==> config.mk <==
export PLATFORM = sky130hd
export DESIGN_NAME = toggle_event_counter_flat
export DESIGN_NICKNAME = d
export VERILOG_FILES = /design/src/rtl/toggle_event_counter_if.sv /design/src/rtl/toggle_event_counter.sv /design/src/flat_wrapper.sv
export SDC_FILE = /design/constraint.sdc
export NUM_CORES = 1
export LEC_CHECK = 0
export CORE_UTILIZATION = 59
export DETAILED_ROUTE_END_ITERATION = 10
export PLACE_DENSITY = 0.85
export SKIP_CTS_REPAIR_TIMING = 1
export SYNTH_ARGS = -nofsm -noshare
export SYNTH_HDL_FRONTEND = slang
export SYNTH_SLANG_ARGS = --single-unit
==> constraint.sdc <==
create_clock -name clk -period 4.2 [get_ports clk]
set_input_delay 1.26 -clock clk [delete_from_list [all_inputs] [get_ports clk]]
set_output_delay 1.26 -clock clk [all_outputs]
set_load 0.01 [all_outputs]
==> src/rtl/toggle_event_counter_if.sv <==
// Measurement request / result handshake bundle for toggle_event_counter.
interface toggle_event_counter_if #(
    parameter int CNT_W = 16,
    parameter int WIN_W = 16
);
    logic             start;
    logic [WIN_W-1:0] win_len;
    logic [1:0]       edge_sel;
    logic             busy;
    logic             res_valid;
    logic             res_ready;
    logic [CNT_W-1:0] res_count;
    logic             res_ovf;

    modport master (
        output start, win_len, edge_sel, res_ready,
        input  busy, res_valid, res_count, res_ovf
    );

    modport slave (
        input  start, win_len, edge_sel, res_ready,
        output busy, res_valid, res_count, res_ovf
    );
endinterface

==> src/rtl/toggle_event_counter.sv <==
// Synchronises an asynchronous flop output, detects selected edges and counts them
// over a programmable window, returning the count through a valid/ready handshake.
//
//  state  | meaning
//  IDLE   | waiting for start
//  COUNT  | window running, edges accumulated
//  REPORT | result held until res_ready
module toggle_event_counter #(
    parameter int SYNC_STAGES = 2,
    parameter int CNT_W       = 16,
    parameter int WIN_W       = 16
) (
    input  logic                   clk,
    input  logic                   rst,
    input  logic                   din,
    output logic                   edge_pulse,
    toggle_event_counter_if.slave  bus
);
    typedef enum logic [1:0] {IDLE, COUNT, REPORT} state_t;

    state_t                 state, state_nxt;
    logic [SYNC_STAGES-1:0] sync;
    logic                   s, s_d;
    logic                   rise, fall, pulse_nxt;
    logic [1:0]             sel;
    logic [WIN_W-1:0]       wcnt;
    logic [CNT_W-1:0]       cnt, cnt_nxt;
    logic                   ovf, ovf_nxt;
    logic                   win_last;

    assign s    = sync[SYNC_STAGES-1];
    assign rise = s & ~s_d;
    assign fall = ~s & s_d;

    always_comb begin
        pulse_nxt = rise;
        if (sel[1])
            pulse_nxt = rise | fall;
        else if (sel[0])
            pulse_nxt = fall;
    end

    always_ff @(posedge clk or negedge rst) begin
        if (!rst) begin
            sync       <= '0;
            s_d        <= 1'b0;
            edge_pulse <= 1'b0;
        end else begin
            sync       <= {sync[SYNC_STAGES-2:0], din};
            s_d        <= s;
            edge_pulse <= pulse_nxt;
        end
    end

    assign win_last = (wcnt == WIN_W'(1));

    always_ff @(posedge clk or negedge rst) begin
        if (!rst)
            state <= IDLE;
        else
            state <= state_nxt;
    end

    always_comb begin
        state_nxt = state;
        case (state)
            IDLE:    if (bus.start) state_nxt = (bus.win_len != '0) ? COUNT : REPORT;
            COUNT:   if (win_last) state_nxt = REPORT;
            REPORT:  if (bus.res_ready) state_nxt = IDLE;
            default: state_nxt = IDLE;
        endcase
    end

    // Saturating accumulate; an edge that finds the counter full marks overflow.
    always_comb begin
        cnt_nxt = cnt;
        ovf_nxt = ovf;
        if (edge_pulse) begin
            if (cnt == '1)
                ovf_nxt = 1'b1;
            else
                cnt_nxt = cnt + CNT_W'(1);
        end
    end

    always_ff @(posedge clk or negedge rst) begin
        if (!rst) begin
            sel           <= 2'b00;
            wcnt          <= '0;
            cnt           <= '0;
            ovf           <= 1'b0;
            bus.res_count <= '0;
            bus.res_ovf   <= 1'b0;
        end else begin
            case (state)
                IDLE: begin
                    if (bus.start) begin
                        sel  <= bus.edge_sel;
                        wcnt <= bus.win_len;
                        cnt  <= '0;
                        ovf  <= 1'b0;
                        if (bus.win_len == '0) begin
                            bus.res_count <= '0;
                            bus.res_ovf   <= 1'b0;
                        end
                    end
                end
                COUNT: begin
                    wcnt <= wcnt - WIN_W'(1);
                    cnt  <= cnt_nxt;
                    ovf  <= ovf_nxt;
                    if (win_last) begin
                        bus.res_count <= cnt_nxt;
                        bus.res_ovf   <= ovf_nxt;
                    end
                end
                default: ;
            endcase
        end
    end

    assign bus.busy      = (state != IDLE);
    assign bus.res_valid = (state == REPORT);
endmodule

==> src/flat_wrapper.sv <==
// flat-port wrapper written by rule: the top's interface ports become plain ports
module toggle_event_counter_flat 
#(
    parameter int SYNC_STAGES = 2,
    parameter int CNT_W       = 16,
    parameter int WIN_W       = 16
)
  (clk, rst, din, edge_pulse, bus_start, bus_win_len, bus_edge_sel, bus_res_ready, bus_busy, bus_res_valid, bus_res_count, bus_res_ovf);
  toggle_event_counter_if #(.CNT_W(CNT_W), .WIN_W(WIN_W)) bus_i ();
  input  logic clk;
  input  logic rst;
  input  logic din;
  output logic edge_pulse;
  input wire logic [$bits(bus_i.start)-1:0] bus_start;
  input wire logic [$bits(bus_i.win_len)-1:0] bus_win_len;
  input wire logic [$bits(bus_i.edge_sel)-1:0] bus_edge_sel;
  input wire logic [$bits(bus_i.res_ready)-1:0] bus_res_ready;
  output wire logic [$bits(bus_i.busy)-1:0] bus_busy;
  output wire logic [$bits(bus_i.res_valid)-1:0] bus_res_valid;
  output wire logic [$bits(bus_i.res_count)-1:0] bus_res_count;
  output wire logic [$bits(bus_i.res_ovf)-1:0] bus_res_ovf;
  assign bus_i.start = bus_start;
  assign bus_i.win_len = bus_win_len;
  assign bus_i.edge_sel = bus_edge_sel;
  assign bus_i.res_ready = bus_res_ready;
  assign bus_busy = bus_i.busy;
  assign bus_res_valid = bus_i.res_valid;
  assign bus_res_count = bus_i.res_count;
  assign bus_res_ovf = bus_i.res_ovf;
  toggle_event_counter #(.SYNC_STAGES(SYNC_STAGES), .CNT_W(CNT_W), .WIN_W(WIN_W)) u_core (.clk(clk), .rst(rst), .din(din), .edge_pulse(edge_pulse), .bus(bus_i));
endmodule
Yosys cells after proc, flatten, opt, wreduce, memory -nomap -nowiden
Cells that the tools add are included.

Add/sub/neg operators: 2. Equal/unequal tests: 8. Mux-type cells: 25. Bitwise operators: 5. Reduce and logical (&&, ||, !) cells: 9.

Operator list (count): $mux W16 (7); $pmux W16 S2 (3); $add A16 B1 Y16 const B (1); $eq A16 B1 Y1 const B (1); $eq A16 B16 Y1 const B (1); $logic_not A16 Y1 (1); $reduce_bool A16 Y1 (1); $sub A16 B1 Y16 const B (1); $mux W1 (8); $mux W2 (4); $pmux W2 S3 (1); $ne A2 B1 Y1 const B (2); $ne A2 B2 Y1 const B (2); $pmux W1 S2 (2); $reduce_and A2 Y1 (2); $reduce_and A4 Y1 (1); $reduce_bool A2 Y1 (2); $reduce_and A3 Y1 (1); $and A1 B1 Y1 (2); $eq A2 B1 Y1 const B (1); $eq A2 B2 Y1 const B (1); $logic_not A2 Y1 (1); $not A1 Y1 (2); $or A1 B1 Y1 (1).

Register bits: 58. Input bits: 23. Output and inout bits: 20. Word-level logic and storage cells: 59.

Logic depth before layout (Yosys ltp)
Depth after elaboration: 5. Depth in mapped cells: 8.

Least setup slack after synthesis
OpenSTA, ideal clock, no wires.

Kind: in2reg. Start point: in bus_win_len[13]. End point: reg u_core.bus.res_count[13]. Library setup time: 0.125 ns. Data arrival time: 2.510 ns. Path slack: 1.566 ns. Stages on the path: 6. Path through: nor4_1 > nand4_1 > or2_2 > clkbuf_1 > nand2_1 > mux2_2.

Word-level cells in the longest chain between the ends: 3.

Ends and longest elaborated chain: from (decl) (line flat_wrapper.sv:15) `input wire logic [$bits(bus_i.win_len)-1:0] bus_win_len;`; $logic_not A16 Y1 (line toggle_event_counter.sv:102) `if (bus.win_len == '0) begin`; $ne A2 B1 Y1 (no source line); $reduce_and A4 Y1 (no source line); to (signal assigned) (line toggle_event_counter.sv:113) `bus.res_count <= cnt_nxt;`; to (decl) (line toggle_event_counter_if.sv:22) `output busy, res_valid, res_count, res_ovf`.

No other way between the ends. A chain may end at the register's enable or synchronous reset.

Worst setup path in the final report
Start point: in bus_win_len[12]. End point: reg u_core.bus.res_count[14].

Same word-level chain as after synthesis.

==> flow_summary.toml <==
[global_route]
grt_pass1_wl_mm = 12.3
grt_max_degree = 59
gr-usage-all-layers_pct = 29.8
grt_overflow_total = 0
grt_antenna_before_repair = 0
grt_pass1_vias = 2656

[synth]
async_reset_ff_share_pct = 100
seq_area_frac_synth_pct = 46.5
syn_nets = 368
synth_ff_type = "dfrtp_1"
synthesis.area_um2 = 3120
synth_edf_count = 0
avgSynthCellArea_um2 = 9.19
synth_cell_types = 52
synth_seq_cells = 58
synth_warnings = 0
netlist_instances = 340

[critical_path]
cp_num_buf_inv = 1
crit_arrival_ns = 3.25
critPathKind = "input pin to register"
critPathLaunchType = "input pin"
worstPathMaxFanout = 17
setup.worst_path.end_class = "register"
slowest_delay_ns = 0.47
crit_chain = "clkdlybuf4s50_1 -> nor4_1 -> nand4_1 -> or2_2 -> nand2_1 -> mux2_2"
cp_slowest_cell = "or2_2"
cpLargestDelayFamily = "simple AND/OR/NAND/NOR gates"
required_ns = 4.41

[detailed_routing]
antenna_left = 0
drt_iter0_drc = 218
dr.pass1.iters = 5
drc = 0
vias = 2854
routedWlPerCell_um = 16.1
wl_mm = 7.35
routed_via_density = 6.25

[floorplan]
io_pins = 43
die_h_um = 74.8
die_w_um = 74.8
core_um2 = 5110
floorplan.initialDensity_pct = 61.1
dieArea_um2 = 5590
row_count = 26

[timing]
rsz0062_at_grt = "false"
timing.hold.ws_ns = 0.352
slew_headroom_pct = 29.3
period_share_pct = 72.4
finClkSkew_ns = 0.00678
fin_tns_setup_ns = 0
min_period_ns = 3.04
report.final.setup_viol = 0
final_max_slew_viol_count = 0
tightestPinTransition_ns = 1.06
hold_viol = 0
max_freq_mhz = 329

[cells_and_area]
layout_common_cells = "dfrtp_1, clkdlybuf4s50_1, nand2_1"
diodes = 0
utilization_pct = 73.7
final_common_cell = "dfrtp_1"
area_growth_pct = 20.6
final_layout_size_suffix_gt1_share_pct = 8.79
nNetsFinal = 411

[clock_network]
clock_sinks = 58
path_clk_slew_ns = 0.06
clk_latency_ns = 0.33
cts_inserted_buffers = 9
h-tree-depth = 3
cts_tree = "yes"
clk_path_buf_depth = 2
cts-root-buf = "clkbuf_8"

[status]
status = "completed"

[job]
drv_cap = 0

[pwr]
ir_worst_vdd_v = 0.000283
p_per_area_nw_per_um2 = 428
p_leak_nw = 1.60

[worst_hold_path]
hold_path.class = "register to register"

[place]
io_buffers = 42
dp_hpwl_mm = 5.17
gp_congestion = 0.933
## metrics by stage
stage                     power (mW)  instances  cell area, µm²  setup WS, ns
after detailed placement        1.17        442            3600         0.820
after global placement          1.14        442            3600         0.924
after global routing            1.71        457            3770          1.08
after floorplan                 1.03        340            3120          1.57
after CTS                       1.61        457            3770          1.16
final                           1.61        457            3770          1.16
## state kept, by name (all words and copies together), names as in the netlist
register	cells
u_core.s_d	1
u_core.bus.res_ovf	1
u_core.sync	2
u_core.ovf	1
u_core.sel	2
u_core.bus.res_count	16
u_core.cnt	16
u_core.state	2
u_core.edge_pulse	1
u_core.wcnt	16
## final cells by class
class	count	area (µm²)
Tap cell	70	87.6
Inverter	13	48.8
Fill cell	391	1340
Timing Repair Buffer	47	453
Clock buffer	12	155
Clock inverter	3	15.0
Sequential cell	58	1450
Multi-Input combinational cell	254	1560
## synth_stat cells, drive strengths merged (7+ instances only)
library cell | n | area [µm²]
dfrtp | 58 | 1450
nand2 | 37 | 139
nand3 | 31 | 155
o21ai | 30 | 150
nor2 | 25 | 93.8
a21oi | 13 | 65.1
inv | 13 | 48.8
nand4 | 11 | 68.8
clkbuf | 10 | 37.5
nor4 | 9 | 77.6
xnor2 | 8 | 70.1
nor3 | 7 | 35.0
## per-layer routing
metal,GRT usage [%],part of all wire [%],routed length [µm],up-vias
met3,4.42,5.1,374,12
met1,38.4,43,3190,1380
met4,14.3,1.8,136,0
met2,49.7,50,3650,115
met5,0,0,0,-
li1,-,-,-,1347
## kinds of logic (layout without fill, tap and decap cells)
kind of cell,after synthesis,count (layout),share of synthesized area [%]
XOR/XNOR,10,10,2.80
adder cells (fa/ha/maj),5,5,2.00
AO/OA/AOI/OAI,83,83,17.7
buffers and inverters,28,75,3.73
flip-flops,58,58,46.5
multiplexers,8,8,2.68
AND/OR/NAND/NOR,148,148,24.6
## worst paths after layout
| kind | slack [ns] | from | to | cells after the start |
|---|---|---|---|---|
| setup / recovery | 1.16 | bus_win_len[12] | u_core.bus.res_count[14] | 6 |
| hold / removal | 0.35 | u_core.sync[0] | u_core.sync[1] | 0 |
| setup reg to reg | 1.67 | u_core.wcnt[10] | u_core.bus.res_count[14] | 5 |
| hold reg to reg | 0.35 | u_core.sync[0] | u_core.sync[1] | 0 |
| max in group asynchronous | 2.66 | rst | u_core.cnt[14] | 2 |
| min in group asynchronous | 1.07 | rst | u_core.edge_pulse | 2 |
## where the power goes
group	total, mW	internal (mW)	switching, mW
Sequential	0.790	0.658	0.133
Clock	0.451	0.240	0.211
Combinational	0.372	0.170	0.202
Note: power is estimated with default switching activity, not from simulation.
==> edit, RTL diff (same settings) <==
Make the reset (`rst`) synchronous in 3 clocked blocks. Comments in the files are not updated.
--- a/src/rtl/toggle_event_counter.sv
+++ b/src/rtl/toggle_event_counter.sv
@@ -42,3 +42,3 @@
 
-    always_ff @(posedge clk or negedge rst) begin
+    always_ff @(posedge clk) begin
         if (!rst) begin
@@ -56,3 +56,3 @@
 
-    always_ff @(posedge clk or negedge rst) begin
+    always_ff @(posedge clk) begin
         if (!rst)
@@ -85,3 +85,3 @@
 
-    always_ff @(posedge clk or negedge rst) begin
+    always_ff @(posedge clk) begin
         if (!rst) begin
Function: differs if rst is asserted again (counterexample within 4 cycles, from zero or initial values and one cycle with rst low); with rst held inactive, the same outputs for 10 cycles.
==> edit against the original RTL <==
- sequential cell count unchanged
- area after synthesis decreased by 5.0%
- setup slack improved by 0.021 ns
- design area decreased by 5.0%
- synthesized cell count increased by 6.5%
- cell count increased by 1.8%
- routed wire length decreased by 1.3%
- maximum frequency increased by 0.68%
- count of clock-buffer cells in the layout unchanged
- register-to-register slack improved by 0.16 ns
- critical path type unchanged
- critical endpoint is now u_core.bus.res_count[11]
- largest cell class unchanged
Power is not compared: it rests on default switching activity, and its combinational part moved more than twofold at a synthesized area within 25%.
==> edit: results (changes against the original RTL) <==
Global route
  – Pin count of the biggest net entering global routing: 40 (-32%)
  – First-pass GRT wire length: 12,000 µm (-2.5%)
  – GR Util met3: 5.39% (+0.97 points)
  – Total track usage: 30.3% (+0.42 points)

Synth
  – Post-synth top area share: 39.2% (-7.3 points)
  – Synth async-reset ratio: 0% (-100 points)
  – Compound-gate portion of the synthesized area: 21.9% (+4.3 points)
  – Post-synthesis adder-cell area fraction: 2.11% (+0.11 points)
  – Sequential area share after synthesis: 39.2% (-7.3 points)
  – Library cells used by synthesis: 55 (+5.8%)
  – Syn_nets: 390 (+6.0%)
  – Post-Syn Area per Cell: 8.19 µm² (-11%)
  – Main area contributors after synthesis: dfxtp_1, a21oi_1, nand2_1
  – Synth cell count leaders: dfxtp_1, a21oi_1, nand2_1

STA
  – Worst-margin pin slew: 0.925 ns (-0.136 ns)
  – Final Cycle Share: 71.9% (-0.49 points)
  – Final hold slack: 0.439 ns (+0.0874 ns)
  – Clock skew: 0.00712 ns (+0.000337 ns)

Worst setup path
  – Worst setup path endpoint: u_core.bus.res_count[11]
  – Crit path from: bus_win_len[13]
  – R2r startpoint: u_core.state[0]
  – CP Data Arrival Time: 3.23 ns (-0.02 ns)

Hold path
  – Worst hold start: u_core.sync[0]
  – Hold EP: u_core.sync[1]
  – Hold depth: 1 (+1)

Cells and area
  – Share of cells above drive strength 1: 7.79% (-1.0 points)
  – Multi-input gate area: 1660 µm² (+6.6%)
  – Fillers: 382 (-2.3%)
  – Nets: 422 (+2.7%)
  – Non-clock buffering overhead: 12.8% (+0.78 points)
  – Storage cell area: 1160 µm² (-20%)
  – Layout clock area frac: 5.18% (+0.66 points)

Place
  – DP Area: 3390 µm² (-5.7%)
  – Dpl ws: 0.926 ns (+0.106 ns)
  – Final GP Congestion: 0.937 (+0.39%)

Drt
  – Met2 Wirelength: 3190 µm (-13%)
  – DR vias: 2,914 (+2.1%)
  – Routed wl met3: 471 µm (+26%)
  – Met1 Routed Length: 3420 µm (+7.1%)
  – Post-Route WL: 7260 µm (-1.3%)

Status
  – Status: finished, final reports clean
## edit: changes by cell type after synthesis, sizes merged, moves of 9 or more
cell	change
a21oi	+25
dfrtp	-58
dfxtp	+58
nand3	-9
nor3	+9
o21ai	-22
## edit: kinds of logic after synthesis
kind of cell,count (synthesis)
AO/OA/AOI/OAI,97
AND/OR/NAND/NOR,155
adder cells (fa/ha/maj),5
multiplexers,6
buffers and inverters,34
flip-flops,58
XOR/XNOR,7
## edit: critical path, cell delays in order
cell and delay, ns:
clkdlybuf4s50_1 0.42, nor4_1 0.48, nand4_1 0.25, o22ai_2 0.38, nor2_1 0.25, o2bb2ai_1 0.19
## edit: report_power, final
group	leakage, nW	internal (mW)	switching, mW	total (mW)
Clock	0.0962	0.285	0.214	0.499
Sequential	0.471	0.571	0.0247	0.595
Combinational	0.651	0.0713	0.101	0.172
